### src/rtl/fft_ctrl_pkg.sv
// Shared types for the FFT job sequencer: FSM states, descriptor layout and
// the chunk-size helper used wherever a chunk length has to be derived.
package fft_ctrl_pkg;

  localparam int CL_ADDR_W       = 42;
  localparam int LEN_W           = 64;
  localparam int CHUNK_LINES_DEF = 64;

  typedef enum logic [2:0] {
    S_IDLE,
    S_RD_GO,
    S_RD_WAIT,
    S_PR_GO,
    S_PR_WAIT,
    S_WR_GO,
    S_WR_WAIT,
    S_NEXT
  } t_seq_state;

  typedef struct packed {
    logic [CL_ADDR_W-1:0] src;
    logic [CL_ADDR_W-1:0] dst;
    logic [LEN_W-1:0]     lines;
  } t_fft_desc;

  function automatic logic [LEN_W-1:0] chunk_of(input logic [LEN_W-1:0] rem,
                                                input logic [LEN_W-1:0] lim);
    return (rem < lim) ? rem : lim;
  endfunction

endpackage

### src/rtl/seq_chunker.sv
// Chunk arithmetic: advances src/dst/remaining past the current chunk and
// sizes the chunk that follows it. Addresses wrap modulo 2^42.
module seq_chunker
  import fft_ctrl_pkg::*;
#(
  parameter int CHUNK_LINES = CHUNK_LINES_DEF
) (
  input  logic [CL_ADDR_W-1:0] i_src,
  input  logic [CL_ADDR_W-1:0] i_dst,
  input  logic [LEN_W-1:0]     i_rem,
  output logic [CL_ADDR_W-1:0] o_nxt_src,
  output logic [CL_ADDR_W-1:0] o_nxt_dst,
  output logic [LEN_W-1:0]     o_nxt_rem,
  output logic [LEN_W-1:0]     o_nxt_chunk
);

  logic [LEN_W-1:0] w_chunk;

  // CHUNK_LINES never exceeds 2^16, so the chunk fits the address width
  always_comb begin
    w_chunk     = chunk_of(i_rem, LEN_W'(CHUNK_LINES));
    o_nxt_src   = i_src + CL_ADDR_W'(w_chunk);
    o_nxt_dst   = i_dst + CL_ADDR_W'(w_chunk);
    o_nxt_rem   = i_rem - w_chunk;
    o_nxt_chunk = chunk_of(o_nxt_rem, LEN_W'(CHUNK_LINES));
  end

endmodule

### src/rtl/fft_job_sequencer.sv
// Runs one FFT job as a series of chunks, each going read -> FFT -> write
// through the three engines' run/done handshakes, one chunk in flight.
module fft_job_sequencer
  import fft_ctrl_pkg::*;
#(
  parameter int CHUNK_LINES = CHUNK_LINES_DEF,
  parameter int CNT_W       = 32
) (
  input  logic             clk,
  input  logic             reset,
  input  logic             desc_valid,
  output logic             desc_ready,
  input  logic [41:0]      desc_src,
  input  logic [41:0]      desc_dst,
  input  logic [63:0]      desc_lines,
  input  logic             stop_req,
  output logic             rd_run,
  output logic [41:0]      rd_first_clAddr,
  output logic [63:0]      rd_length,
  input  logic             rd_done,
  output logic             proc_start,
  input  logic             proc_done,
  output logic             wr_run,
  output logic [41:0]      wr_first_clAddr,
  output logic [63:0]      wr_length,
  input  logic             wr_done,
  output logic             busy,
  output logic             job_done,
  output logic             job_stopped,
  output logic [CNT_W-1:0] jobs_completed
);

  t_seq_state r_state, w_next;
  t_fft_desc  r_cur;

  logic             r_rd_run, r_proc_start, r_wr_run;
  logic             r_job_done, r_job_stopped;
  logic [CNT_W-1:0] r_jobs;
  logic [41:0]      r_rd_addr, r_wr_addr;
  logic [63:0]      r_rd_len, r_wr_len;

  logic             w_accept, w_job_end, w_stop_end;
  logic [41:0]      w_nxt_src, w_nxt_dst, w_ld_src;
  logic [63:0]      w_nxt_rem, w_nxt_chunk, w_ld_len;

  seq_chunker #(.CHUNK_LINES(CHUNK_LINES)) u_chunker (
    .i_src       (r_cur.src),
    .i_dst       (r_cur.dst),
    .i_rem       (r_cur.lines),
    .o_nxt_src   (w_nxt_src),
    .o_nxt_dst   (w_nxt_dst),
    .o_nxt_rem   (w_nxt_rem),
    .o_nxt_chunk (w_nxt_chunk)
  );

  // Done inputs are only looked at in the WAIT states, never in a GO cycle
  always_comb begin
    w_next     = r_state;
    w_accept   = 1'b0;
    w_job_end  = 1'b0;
    w_stop_end = 1'b0;
    w_ld_src   = w_nxt_src;
    w_ld_len   = w_nxt_chunk;
    case (r_state)
      S_IDLE: begin
        w_ld_src = desc_src;
        w_ld_len = chunk_of(desc_lines, 64'(CHUNK_LINES));
        if (desc_valid) begin
          w_accept = 1'b1;
          if (desc_lines == 64'd0) w_job_end = 1'b1;
          else                     w_next    = S_RD_GO;
        end
      end
      S_RD_GO:   w_next = S_RD_WAIT;
      S_RD_WAIT: if (rd_done)   w_next = S_PR_GO;
      S_PR_GO:   w_next = S_PR_WAIT;
      S_PR_WAIT: if (proc_done) w_next = S_WR_GO;
      S_WR_GO:   w_next = S_WR_WAIT;
      S_WR_WAIT: if (wr_done)   w_next = S_NEXT;
      S_NEXT: begin
        if ((w_nxt_rem == 64'd0) || stop_req) begin
          w_job_end  = 1'b1;
          w_stop_end = stop_req && (w_nxt_rem != 64'd0);
          w_next     = S_IDLE;
        end else begin
          w_next = S_RD_GO;
        end
      end
      default: w_next = S_IDLE;
    endcase
  end

  // Engine-facing address/length registers change only when entering a GO state
  always_ff @(posedge clk) begin
    if (!reset) begin
      r_state       <= S_IDLE;
      r_cur         <= '0;
      r_rd_run      <= 1'b0;
      r_proc_start  <= 1'b0;
      r_wr_run      <= 1'b0;
      r_job_done    <= 1'b0;
      r_job_stopped <= 1'b0;
      r_jobs        <= '0;
      r_rd_addr     <= '0;
      r_rd_len      <= '0;
      r_wr_addr     <= '0;
      r_wr_len      <= '0;
    end else begin
      r_state       <= w_next;
      r_rd_run      <= (w_next == S_RD_GO);
      r_proc_start  <= (w_next == S_PR_GO);
      r_wr_run      <= (w_next == S_WR_GO);
      r_job_done    <= w_job_end;
      r_job_stopped <= w_stop_end;
      if (w_job_end) r_jobs <= r_jobs + CNT_W'(1);
      if (w_accept) begin
        r_cur <= '{src: desc_src, dst: desc_dst, lines: desc_lines};
      end else if (r_state == S_NEXT) begin
        r_cur <= '{src: w_nxt_src, dst: w_nxt_dst, lines: w_nxt_rem};
      end
      if (w_next == S_RD_GO) begin
        r_rd_addr <= w_ld_src;
        r_rd_len  <= w_ld_len;
      end
      if (w_next == S_WR_GO) begin
        r_wr_addr <= r_cur.dst;
        r_wr_len  <= r_rd_len;
      end
    end
  end

  assign desc_ready      = (r_state == S_IDLE);
  assign busy            = (r_state != S_IDLE);
  assign rd_run          = r_rd_run;
  assign rd_first_clAddr = r_rd_addr;
  assign rd_length       = r_rd_len;
  assign proc_start      = r_proc_start;
  assign wr_run          = r_wr_run;
  assign wr_first_clAddr = r_wr_addr;
  assign wr_length       = r_wr_len;
  assign job_done        = r_job_done;
  assign job_stopped     = r_job_stopped;
  assign jobs_completed  = r_jobs;

endmodule
### config.mk
export PLATFORM = sky130hd
export DESIGN_NAME = fft_job_sequencer
export DESIGN_NICKNAME = d
export VERILOG_FILES = /design/src/rtl/fft_ctrl_pkg.sv /design/src/rtl/seq_chunker.sv /design/src/rtl/fft_job_sequencer.sv
export SDC_FILE = /design/constraint.sdc
export NUM_CORES = 1
export LEC_CHECK = 0
export CORE_UTILIZATION = 50
export CTS_CLUSTER_DIAMETER = 80
export DETAILED_ROUTE_END_ITERATION = 12
export HOLD_SLACK_MARGIN = 0.03
export PLACE_DENSITY = 0.77
export SYNTH_ARGS = -nofsm -noshare
export SYNTH_HDL_FRONTEND = slang
export SYNTH_SLANG_ARGS = --single-unit
### constraint.sdc
create_clock -name clk -period 6.3 [get_ports clk]
set_input_delay 1.26 -clock clk [delete_from_list [all_inputs] [get_ports clk]]
set_output_delay 1.26 -clock clk [all_outputs]
set_load 0.02 [all_outputs]
Word-level counts from Yosys, hierarchy flattened. Index checks and enable logic that the tools add are counted. W data, S select, Z words.

Register bits after elaboration: 400. Bits in latches: 0. Bits in writable memories: 0. Bits in read-only memories: 0. Bits of input ports: 155. Output and inout port bits: 251. Logic and storage cells: 60. Memories kept: 0.

Add/subtract/negate cells: 4. Multipliers: 0. Div/mod/pow operators: 0. Magnitude comparators: 3. Equality and inequality tests: 10. Shift-type cells: 0. Multiplexer cells: 20. Bitwise logic cells: 0. Reduce and logical (&&, ||, !) cells: 9.

Operator list (number): $mux W148 (2); $mux W64 (4); $lt A64 B7 Y1 const B (3); $logic_not A64 Y1 (2); $add A42 B42 Y42 (2); $reduce_bool A64 Y1 (1); $sub A64 B64 Y64 (1); $mux W42 (1); $add A32 B1 Y32 const B (1); $pmux W3 S8 (1); $eq A3 B3 Y1 const B (5); $mux W3 (5); $eq A3 B2 Y1 const B (3); $eq A3 B1 Y1 const B (2); $mux W1 (6); $logic_not A3 Y1 (1); $reduce_and A3 Y1 (1); $reduce_bool A3 Y1 (1); $pmux W1 S2 (1); $reduce_bool A2 Y1 (1); $logic_and A1 B1 Y1 (1); $logic_or A1 B1 Y1 (1).

Longest topological paths before layout. Gate-level depths: netlist (run 1).

Word-level depth: 8. Depth in mapped cells: 24. Depth with buffers taken out: 18.

Cells and area by module. From an unflattened synthesis (run 1), not the netlist that was laid out.

Cell total of the unflattened synthesis: 2889. Area total of the unflattened synthesis: 23033.3 um2.

By module, submodules not included: fft_job_sequencer (times used 1, cells each 1955, area each 16593.4 um2, seq. area each 8007.7 um2); seq_chunker (times used 1, cells each 934, area each 6439.9 um2, seq. area each 0.0 um2).

Worst setup path after synthesis (run 1). Ideal clock, no wire load.

Path kind: register to register. Start point: register r_cur[39] in the netlist's numbering. End point: register r_jobs[19] (netlist: jobs_completed[19]). Setup time: 0.069 ns. Data arrival time: 5.193 ns. Required time: 6.231 ns. Setup slack: 1.038 ns. Cell stages (with the launch flop): 22. Path buffers: 4. Clock period less this slack: 5.262 ns. Cell sequence: dfxtp_1 > buf_6 > or3_4 > nor4b_2 > or4b_4 > buf_6 > nor2_8 > inv_2 > nand2_1 > ha_1 > clkbuf_1 > nand4_1 > or3_1 > o21ai_4 > nor4_1 > xor2_1 > or4_4 > or3_1 > buf_6 > o21a_4 > or4b_1 > o21ai_1.

Cells in the longest elaborated chain, start to end: 7.

Ends and longest elaborated chain: start: declaration (line fft_job_sequencer.sv:34) `t_fft_desc r_cur;`; start signal: assignment (line fft_job_sequencer.sv:117) `r_cur <= '{src: desc_src, dst: desc_dst, lines: desc_lines};`; start signal: assignment (line fft_job_sequencer.sv:119) `r_cur <= '{src: w_nxt_src, dst: w_nxt_dst, lines: w_nxt_rem};`; $lt A64 B7 Y1 (line fft_ctrl_pkg.sv:28) `return (rem < lim) ? rem : lim;`; $mux W64 (line fft_ctrl_pkg.sv:28); $sub A64 B64 Y64 * (line seq_chunker.sv:24) `o_nxt_rem = i_rem - w_chunk;`; $logic_not A64 Y1 * (line fft_job_sequencer.sv:81) `if ((w_nxt_rem == 64'd0) || stop_req) begin`; $logic_or A1 B1 Y1 * (line fft_job_sequencer.sv:81); $mux W1 * (line fft_job_sequencer.sv:81); $pmux W1 S2 * (line fft_job_sequencer.sv:64) `case (r_state)`; end signal: assignment (line fft_job_sequencer.sv:115) `if (w_job_end) r_jobs <= r_jobs + CNT_W'(1);`; end: declaration (line fft_job_sequencer.sv:38) `logic [CNT_W-1:0] r_jobs;`.

Mark *: on every way between the ends. The rest lies on a longest branch, timed or not. A chain may end at the register's enable or synchronous reset.

Worst setup path after layout (run 1).
Start point: register r_cur[34] in the netlist's numbering. End point: register r_jobs[20] (netlist: jobs_completed[20]).

Same word-level chain as after synthesis.

==> results of run 1 <==
## worst max-delay path by stage
stage                     startpoint                  to  slack, ps  cells past startpoint
after detailed placement   r_cur[19]  jobs_completed[20]        350                     21
final                      r_cur[34]  jobs_completed[20]        340                     22
after floorplan            r_cur[39]  jobs_completed[19]       1040                     21
after global placement     r_cur[19]  jobs_completed[30]        470                     21
after global routing       r_cur[34]  jobs_completed[20]         60                     21
after CTS                  r_cur[19]  jobs_completed[20]        320                     21
## registers in the layout, indices dropped and copies added (netlist names)
| signal | flops |
|---|---|
| wr_length | 64 |
| proc_start | 1 |
| jobs_completed | 32 |
| rd_length | 64 |
| r_state | 3 |
| r_cur | 148 |
| wr_run | 1 |
| wr_first_clAddr | 42 |
| job_stopped | 1 |
| rd_first_clAddr | 42 |
| job_done | 1 |
| rd_run | 1 |
## cells by family (layout without fill, tap and decap cells)
kind of cell / count (synthesis) / count (layout) / synth area share, %
other: 2 / 69 / 0.0351
AND/OR/NAND/NOR: 1124 / 1124 / 25.1
flip-flops: 400 / 400 / 37.4
XOR/XNOR: 81 / 81 / 3.31
multiplexers: 15 / 15 / 0.707
buffers and inverters: 220 / 585 / 4.07
AO/OA/AOI/OAI: 801 / 801 / 24.2
adder cells (fa/ha/maj): 86 / 86 / 5.10
## worst max-delay path, stage by stage (launching register included)
cell	delay, ps
dfxtp_1	450
or4_1	720
nor4_1	340
buf_4	190
nand3_2	150
nor2_8	180
inv_2	50
nand2_1	60
ha_1	310
nand4_1	220
nor3_1	220
buf_4	170
a211oi_1	120
a2bb2oi_1	170
nor4b_1	670
buf_4	260
nand4b_1	120
o311ai_1	330
buf_4	190
nand2_1	170
buf_12	210
o311ai_0	370
o41ai_1	140
## metal layers
| metal | share of wire [%] | vias to the layer above | track usage [%] |
|---|---|---|---|
| met4 | 4.8 | 0 | 17.0 |
| met1 | 41 | 10943 | 45.3 |
| met2 | 46 | 1152 | 59.4 |
| li1 | - | 10719 | - |
| met3 | 8.2 | 195 | 6.13 |
| met5 | 0 | - | 0 |
## power by group through the flow
stage	sequential, mW	clock [mW]	combinational [mW]
floorplan	3.00	0	1.59
CTS	2.96	2.51	2.54
detailed placement	3.01	0	2.53
finish	2.97	2.48	2.62
global route	2.99	2.61	2.81
global placement	3.01	0	2.50
## cell type report
| cell class | count | area (um2) | share of cell area (%) |
|---|---|---|---|
| clock inverter | 12 | 188 | 0.679 |
| timing repair buffer | 474 | 4620 | 16.7 |
| tap | 539 | 674 | 2.44 |
| sequential | 400 | 8010 | 29.0 |
| inverter | 42 | 165 | 0.597 |
| multi-input combinational | 2176 | 12800 | 46.4 |
| clock buffer | 57 | 1160 | 4.19 |
## cell usage after synthesis (34+ instances only)
library cell,number,area share (%)
a211oi_1,37,1.3
a21o_1,50,1.8
a21oi_1,303,7.1
a221oi_1,34,1.4
a22oi_1,44,1.5
and3_1,79,2.3
clkbuf_1,142,2.5
dfxtp_1,400,37
ha_1,84,4.9
inv_1,40,0.70
nand2_1,427,7.5
nand3_1,48,1.1
nor2_1,250,4.4
nor3_1,71,1.7
nor4_1,42,1.2
o21ai_0,113,2.6
or3_1,41,1.2
xnor2_1,47,1.9
xor2_1,34,1.4
## repair_timing
item	CTS	global route
hold buffers	0	0
gates resized for setup	0	1
hold endpoints to repair	0	0
setup endpoints to repair	0	1
buffers inserted	0	0
==> impl_metrics.toml, run 1 <==
[cells_and_area]
most-common-layout-cells = "nand2_1 (425), clkdlybuf4s50_1 (404), dfxtp_1 (400)"
drive_above_1_share_pct = 5.66
fillers = 3609
final_core_utilization_pct = 65.8
area_delta_synth_final_pct = 29.1
layout_commonest_cell = "nand2_1"
num-nets-final = 3377
antennaDiodeCount = 0
layout.cells.non_filler = 3700
fin_area_um2 = 27600

[placement]
gp_congestion = 0.998
post-place-ws_ps = 346
hpwl_um = 58900
numPlacedInstances = 3631
port_buffers = 405
place_area_um2 = 26300

[worst_setup_path]
path_class = "flip-flop to flip-flop"
reg2reg_depth = 22
cp_max_fo = 14
crit_required_ps = 6750
end_kind = "flip-flop"
r2r-start = "r_cur[34]"
cp.arrival_ps = 6410
rr_endpoint = "jobs_completed[20]"
cp-start-kind = "flip-flop"
rrSetupSlack_ps = 340

[logic_synthesis]
yosysWarnings = 0
yosysSeqAreaShare_pct = 37.4
netlist_area_um2 = 21400
syn_inst = 2729
ys_seq_elements = 400
synth_cell_types = 89
syn_area_per_cell_um2 = 7.84
synth-edff-count = 0
synth_ff_type = "dfxtp_1"
async_flop_share_pct = 0

[route]
dr.pass1.iters = 5
via_count = 23009
drt_wl_total_um = 81000
drtAntennaViolNets = 0
drc_errors = 0
vias_per_cell = 6.22
wl_per_cell_um = 21.9
drt-initial-drc-count = 2169

[power]
combPwrFrac_pct = 32.4
seq_power_share_pct = 36.8
p_total_mw = 8.07
clockPowerShare_pct = 30.8
p_leak_nw = 10.7
p_per_area_nw_per_um2 = 292
internal_power_mw = 5.16
p_sw_mw = 2.91
ir_worst_vdd_uv = 254
p_sw_share_pct = 36.1

[global_routing]
grt-ovfl-total = 0
grt_pass1_wl_um = 124000
grt_max_degree = 164
grt_pass1_vias = 21524
grtUsageTotal_pct = 35.9
antenna_found_initial = 0

[clocking]
cts_buffers = 42
htree_levels = 2
insertion_delay_ps = 580
clk_pin_slew_worst_paths_ps = 60
clockBufferDepth = 3
root_buffer = "clkbuf_16"
tritoncts = "yes"
clock-sinks = 400

[sta]
rsz0062_at_grt = "false"
tightest_slew_ps = 1140
slew_headroom_pct = 23.7
fin_crit_sh_pct = 94.7
finClkSkew_ps = 19.3
finalSetupViolCount = 0
setup_tns_ps = 0
whs_ps = 451
slew_viol_final = 0
fin_ws_ps = 335
clock.fmax_mhz = 168
fin_crit_ps = 5960
hold_violations = 0

[hold_path]
holdCritPathClass = "flip-flop to flip-flop"
whs_path_depth = 2
holdCritStartpoint = "wr_first_clAddr[0]"
min_to = "wr_first_clAddr[0]"

[floorplanning]
start_util_pct = 50.9
die_area_um2 = 43600
coreArea_um2 = 42000
num_rows = 75
die_x_um = 209
die-height_um = 209
ioPinCount = 406

[run_status]
outcome = "finished, final reports clean"

[run]
cap_violations = 0
(Power assumes the default switching activity.)
==> run 2, diff against run 1 <==
--- a/config.mk
+++ b/config.mk
@@ -6,7 +6,7 @@
 export NUM_CORES = 1
 export LEC_CHECK = 0
 export CORE_UTILIZATION = 50
-export CTS_CLUSTER_DIAMETER = 80
+export CTS_CLUSTER_DIAMETER = 40
 export DETAILED_ROUTE_END_ITERATION = 12
 export HOLD_SLACK_MARGIN = 0.03
 export PLACE_DENSITY = 0.77
==> run 2 against run 1 <==
Net effect: clock-buffer cell count is 13 higher; sequential power hardly changed; clock skew is 7.1 ps higher; via count is 0.17% higher; final cell count is 1.0% higher; die area stayed put; first-iteration DRC count is 4.9% lower; flip-flop and latch count stayed put; final area is 2.1% higher; core utilization is 1.4 points higher; critical path type unchanged; non-clock buffer count stayed put; worst setup slack worse by 61 ps.
==> impl_metrics.toml, run 2 (synthesis gave the netlist of run 1 again) <==
[sta]
slew_headroom_pct = 23.6
slew_viol_final = 0
tightest_slew_ps = 1140
fin_crit_sh_pct = 95.6
rsz0062_at_grt = "false"
setup_tns_ps = 0
fin_crit_ps = 6030
clock.fmax_mhz = 166
finalSetupViolCount = 0
hold_violations = 0
finClkSkew_ps = 26.4
fin_ws_ps = 274

[worst_setup_path]
end_kind = "flip-flop"
critPathBufInv = 6
reg2reg_depth = 22
r2r-start = "r_cur[34]"
cpMostUsedCell = "buf_4"
crit_chain = "or4_1, nor4_1, buf_4, nand3_2, nor2_8, inv_2, nand2_1, ha_1, nand4_1, nor3_1, buf_4, a211oi_1, a2bb2oi_1, nor4b_1, buf_4, nand4b_1, o311ai_1, buf_4, nand2_1, buf_12, o311ai_0, o41ai_1"
cp.arrival_ps = 6510
max_stage_delay_ps = 700
path_class = "flip-flop to flip-flop"
cp_max_fo = 14
critPathTopFamily = "simple AND/OR/NAND/NOR gates"
rr_endpoint = "jobs_completed[20]"
rrSetupSlack_ps = 270
crit_required_ps = 6780
cp-start-kind = "flip-flop"
cp_slowest_cell = "or4_1"

[run_status]
outcome = "finished, final reports clean"

[route]
drtAntennaViolNets = 0
drt_wl_total_um = 81600
via_count = 23049
drt-initial-drc-count = 2063
wl_per_cell_um = 21.8
vias_per_cell = 6.17
dr.pass1.iters = 7
drc_errors = 0

[clocking]
clk_pin_slew_worst_paths_ps = 60
post-cts-setup-buffer-count = 0
clock-sinks = 400
insertion_delay_ps = 620
cts_buffers = 58
clockBufferDepth = 3
root_buffer = "clkbuf_16"
tritoncts = "yes"
htree_levels = 2

[hold_path]
min_to = "wr_first_clAddr[0]"
holdCritPathClass = "flip-flop to flip-flop"
whs_path_depth = 2
holdCritStartpoint = "wr_first_clAddr[0]"

[floorplanning]
ioPinCount = 406
die_area_um2 = 43600
coreArea_um2 = 42000
die_x_um = 209
start_util_pct = 50.9
num_rows = 75
die-height_um = 209

[global_routing]
grt_pass1_wl_um = 125000
grt_max_degree = 164
grtUsageTotal_pct = 36.1
grt-ovfl-total = 0
grt_pass1_vias = 21838
antenna_found_initial = 0

[power]
p_leak_nw = 10.9
p_per_area_nw_per_um2 = 311
p_total_mw = 8.78
ir_worst_vdd_uv = 267

[placement]
numPlacedInstances = 3631
place_area_um2 = 26300
gp_congestion = 0.998
hpwl_um = 58900
port_buffers = 405
post-place-ws_ps = 346

[run]
cap_violations = 0

[cells_and_area]
layout.cells.non_filler = 3738
area_delta_synth_final_pct = 31.9
most-common-layout-cells = "nand2_1 (425), clkdlybuf4s50_1 (404), dfxtp_1 (400)"
largest_register_ff_count = 148
fin_area_um2 = 28200
top_register = "r_cur"
layout_commonest_cell = "nand2_1"
antennaDiodeCount = 0
drive_above_1_share_pct = 6.88
num-nets-final = 3393
## run 2: cell types whose count changed in the layout (fill, tap and decap cells not counted), moves of 2 or more
cell        change
inv_6          +10
clkinv_2        +2
clkinvlp_4      +5
clkbuf_1        -3
clkinv_4        +5
clkbuf_16      +16
inv_8           +4
## run 2: timing repair
action | 4_1_cts | 5_1_grt
hold buffers | 0 | 0
resized for setup | 0 | 1
endpoints found under the setup margin | 0 | 2
## run 2: worst max path at each step
stage | from | endpoint | slack, ps | depth (start not counted)
after global routing | r_cur[34] | jobs_completed[20] | 40 | 21
after floorplan | r_cur[39] | jobs_completed[19] | 1040 | 21
after global placement | r_cur[19] | jobs_completed[30] | 470 | 21
after detailed placement | r_cur[19] | jobs_completed[20] | 350 | 21
final | r_cur[34] | jobs_completed[20] | 270 | 22
after CTS | r_cur[19] | jobs_completed[20] | 270 | 21
## run 2: per-layer routing
metal / share of wire (%) / wire [um] / vias up / GRT usage [%]
li1: - / - / 10757 / -
met1: 41 / 33200 / 11019 / 44.6
met2: 46 / 37800 / 1067 / 60.2
met3: 8.1 / 6620 / 206 / 7.08
met4: 4.8 / 3940 / 0 / 17.1
met5: 0 / 0 / - / 0
## run 2: tightest hold or removal path: stages (launching register included)
cell and delay (ps):
dfxtp_1 300, nand2_1 50, a21oi_1 50
## run 2: cell type report
cell class,instances,area (um2)
multi-input combinational,2176,12800
inverter,42,165
timing repair buffer,474,4620
sequential,400,8010
clock inverter,37,382
fill,3507,13800
tap,539,674
clock buffer,70,1550
## run 2: power by group
part | leakage [nW] | total [mW] | internal (mW) | switching [mW]
Clock | 0.927 | 3.19 | 1.87 | 1.31
Combinational | 6.75 | 2.62 | 1.01 | 1.61
Sequential | 3.26 | 2.97 | 2.74 | 0.234
## run 2: metrics by stage
step / util [%] / hold slack, ps
floorplan: - / 441
CTS: 67.1 / 453
detailed placement: 62.5 / 446
global route: 67.1 / 470
finish: 67.1 / 451
global placement: 62.5 / 441
==> run 3, diff against run 2 <==
--- a/config.mk
+++ b/config.mk
@@ -5,9 +5,11 @@
 export SDC_FILE = /design/constraint.sdc
 export NUM_CORES = 1
 export LEC_CHECK = 0
+export CORE_MARGIN = 2
 export CORE_UTILIZATION = 50
 export CTS_CLUSTER_DIAMETER = 40
 export DETAILED_ROUTE_END_ITERATION = 12
+export GPL_ROUTABILITY_DRIVEN = 0
 export HOLD_SLACK_MARGIN = 0.03
 export PLACE_DENSITY = 0.77
 export SYNTH_ARGS = -nofsm -noshare
==> run 3 against run 2 <==
Net effect: die area is 1.9% higher; clock skew is 9.5 ps lower; hold slack hardly changed; critical path depth is 3 lower; flip-flop and latch count stayed put.
==> impl_metrics.toml, run 3 (synthesis gave the netlist of run 1 again) <==
[floorplanning]
start_util_pct = 50.8
die-height_um = 211
coreArea_um2 = 42100
ioPinCount = 406
die_x_um = 211
die_area_um2 = 44500
num_rows = 75

[global_routing]
grt-ovfl-total = 0
antenna_found_initial = 5
grtUsageTotal_pct = 33.3
grt_pass1_vias = 22026
grt_pass1_wl_um = 119000
grt_max_degree = 185

[sta]
rsz0062_at_grt = "false"
slew_headroom_pct = 15.8
slew_viol_final = 0
tightest_slew_ps = 1260
whs_ps = 451
finalSetupViolCount = 0
hold_violations = 0
setup_tns_ps = 0
fin_crit_ps = 5960
fin_crit_sh_pct = 94.6
finClkSkew_ps = 16.9
clock.fmax_mhz = 168

[placement]
hpwl_um = 54300
port_buffers = 405

[route]
drt-initial-drc-count = 2625
drt_wl_total_um = 76300
dr.pass1.iters = 7
vias_per_cell = 6.21
via_count = 23068
wl_per_cell_um = 20.5
drtAntennaViolNets = 0
drc_errors = 0

[worst_setup_path]
crit_chain = "nor3_2, nand4_1, or4b_4, nor2_8, inv_2, nand2_1, ha_1, nand4_1, or3_1, o21ai_2, buf_4, or3_1, nand4_1, or4_4, or3_1, a21oi_4, buf_4, a211oi_1, nor3_1"
cp-start-kind = "flip-flop"
end_kind = "flip-flop"
crit_required_ps = 6810
path_class = "flip-flop to flip-flop"
cp.arrival_ps = 6480
max_stage_delay_ps = 750
cp_slowest_cell = "or4b_4"
cp_max_fo = 16

[clocking]
htree_levels = 2
holdBufCountCts = 0
clock-sinks = 400
insertion_delay_ps = 620
tritoncts = "yes"
root_buffer = "clkbuf_16"
clk_pin_slew_worst_paths_ps = 60
clockBufferDepth = 3
cts_buffers = 59

[power]
p_sw_share_pct = 34.9
p_per_area_nw_per_um2 = 315
seq_power_share_pct = 33.5
ir_worst_vdd_uv = 264
clockPowerShare_pct = 38.1
p_sw_mw = 3.09
internal_power_mw = 5.77
p_leak_nw = 10.8
combPwrFrac_pct = 28.3

[hold_path]
holdCritPathClass = "flip-flop to flip-flop"

[run]
cap_violations = 0

[cells_and_area]
layout_commonest_cell = "nand2_1"
area_delta_synth_final_pct = 31.4
most-common-layout-cells = "nand2_1 (425), clkdlybuf4s50_1 (404), dfxtp_1 (400)"
drive_above_1_share_pct = 6.15
num-nets-final = 3362
top_register = "r_cur"
fillers = 3479
largest_register_ff_count = 148

[run_status]
outcome = "finished, final reports clean"
[run 3: cell count changes in the layout (fill, tap and decap cells not counted), sizes merged]
cell / previous run / this run
buf: 70 / 38
bufinv: 2 / 5
clkbuf: 70 / 73
clkinv: 14 / 10
diode: 0 / 6
inv: 56 / 58
[run 3: area by class of cell]
class / count / area [um2] / area share (%)
antenna: 6 / 15.0 / 0.0534
inverter: 42 / 165 / 0.587
timing repair buffer: 442 / 4350 / 15.5
tap: 539 / 674 / 2.40
clock buffer: 73 / 1620 / 5.76
multi-input combinational: 2176 / 12800 / 45.7
clock inverter: 38 / 447 / 1.59
sequential: 400 / 8010 / 28.5
[run 3: final timing paths]
path                                    start            endpoint  slack [ps]  cells after the start
worst max-delay path                r_cur[44]  rd_first_clAddr[8]         340                     19
worst min-delay path            wr_length[22]       wr_length[22]         450                      2
worst max register to register      r_cur[44]  rd_first_clAddr[8]         340                     19
worst min register to register  wr_length[22]       wr_length[22]         450                      2
[run 3: what timing repair did]
action                     CTS  global route
buffers inserted             0             3
setup endpoints to repair    0           110
resized for setup            0             4
[run 3: power groups by stage]
stage / clock network (mW) / logic [mW] / registers, mW
after floorplan: 0 / 1.59 / 3.00
after global placement: 0 / 2.33 / 3.00
after detailed placement: 0 / 2.38 / 3.01
after CTS: 3.41 / 2.40 / 2.96
after global routing: 3.52 / 2.71 / 2.99
final: 3.38 / 2.51 / 2.97
[run 3: stage by stage]
| stage | std cells | area [um2] | util (%) | worst slack [ps] | total power [mW] |
|---|---|---|---|---|---|
| finish | 3716 | 28100 | 66.7 | 340 | 8.86 |
| global route | 3715 | 28100 | 66.7 | 15.5 | 9.22 |
| CTS | 3707 | 28100 | 66.6 | 350 | 8.77 |
| detailed placement | 3596 | 26000 | 61.7 | 380 | 5.39 |
| global placement | 3596 | 26000 | 61.7 | 634 | 5.33 |
| floorplan | 2796 | 21700 | - | 1040 | 4.59 |
[run 3: routing by layer]
layer  track usage (%)  up-vias  routed length (um)
li1                  -    10711                   -
met1              41.0    10822               30600
met2              54.4     1249               34800
met3              7.81      286                7040
met4              17.1        0                3930
met5                 0        -                   0
[run 3: worst max-delay path, delay by kind of cell (launching register included)]
kind	cells	cell delay, ps
adders and majority gates	1	320
AOI/OAI and AO/OA	3	570
and+or+nand+nor	12	3920
buffers and inverters	3	670
DFF	1	360
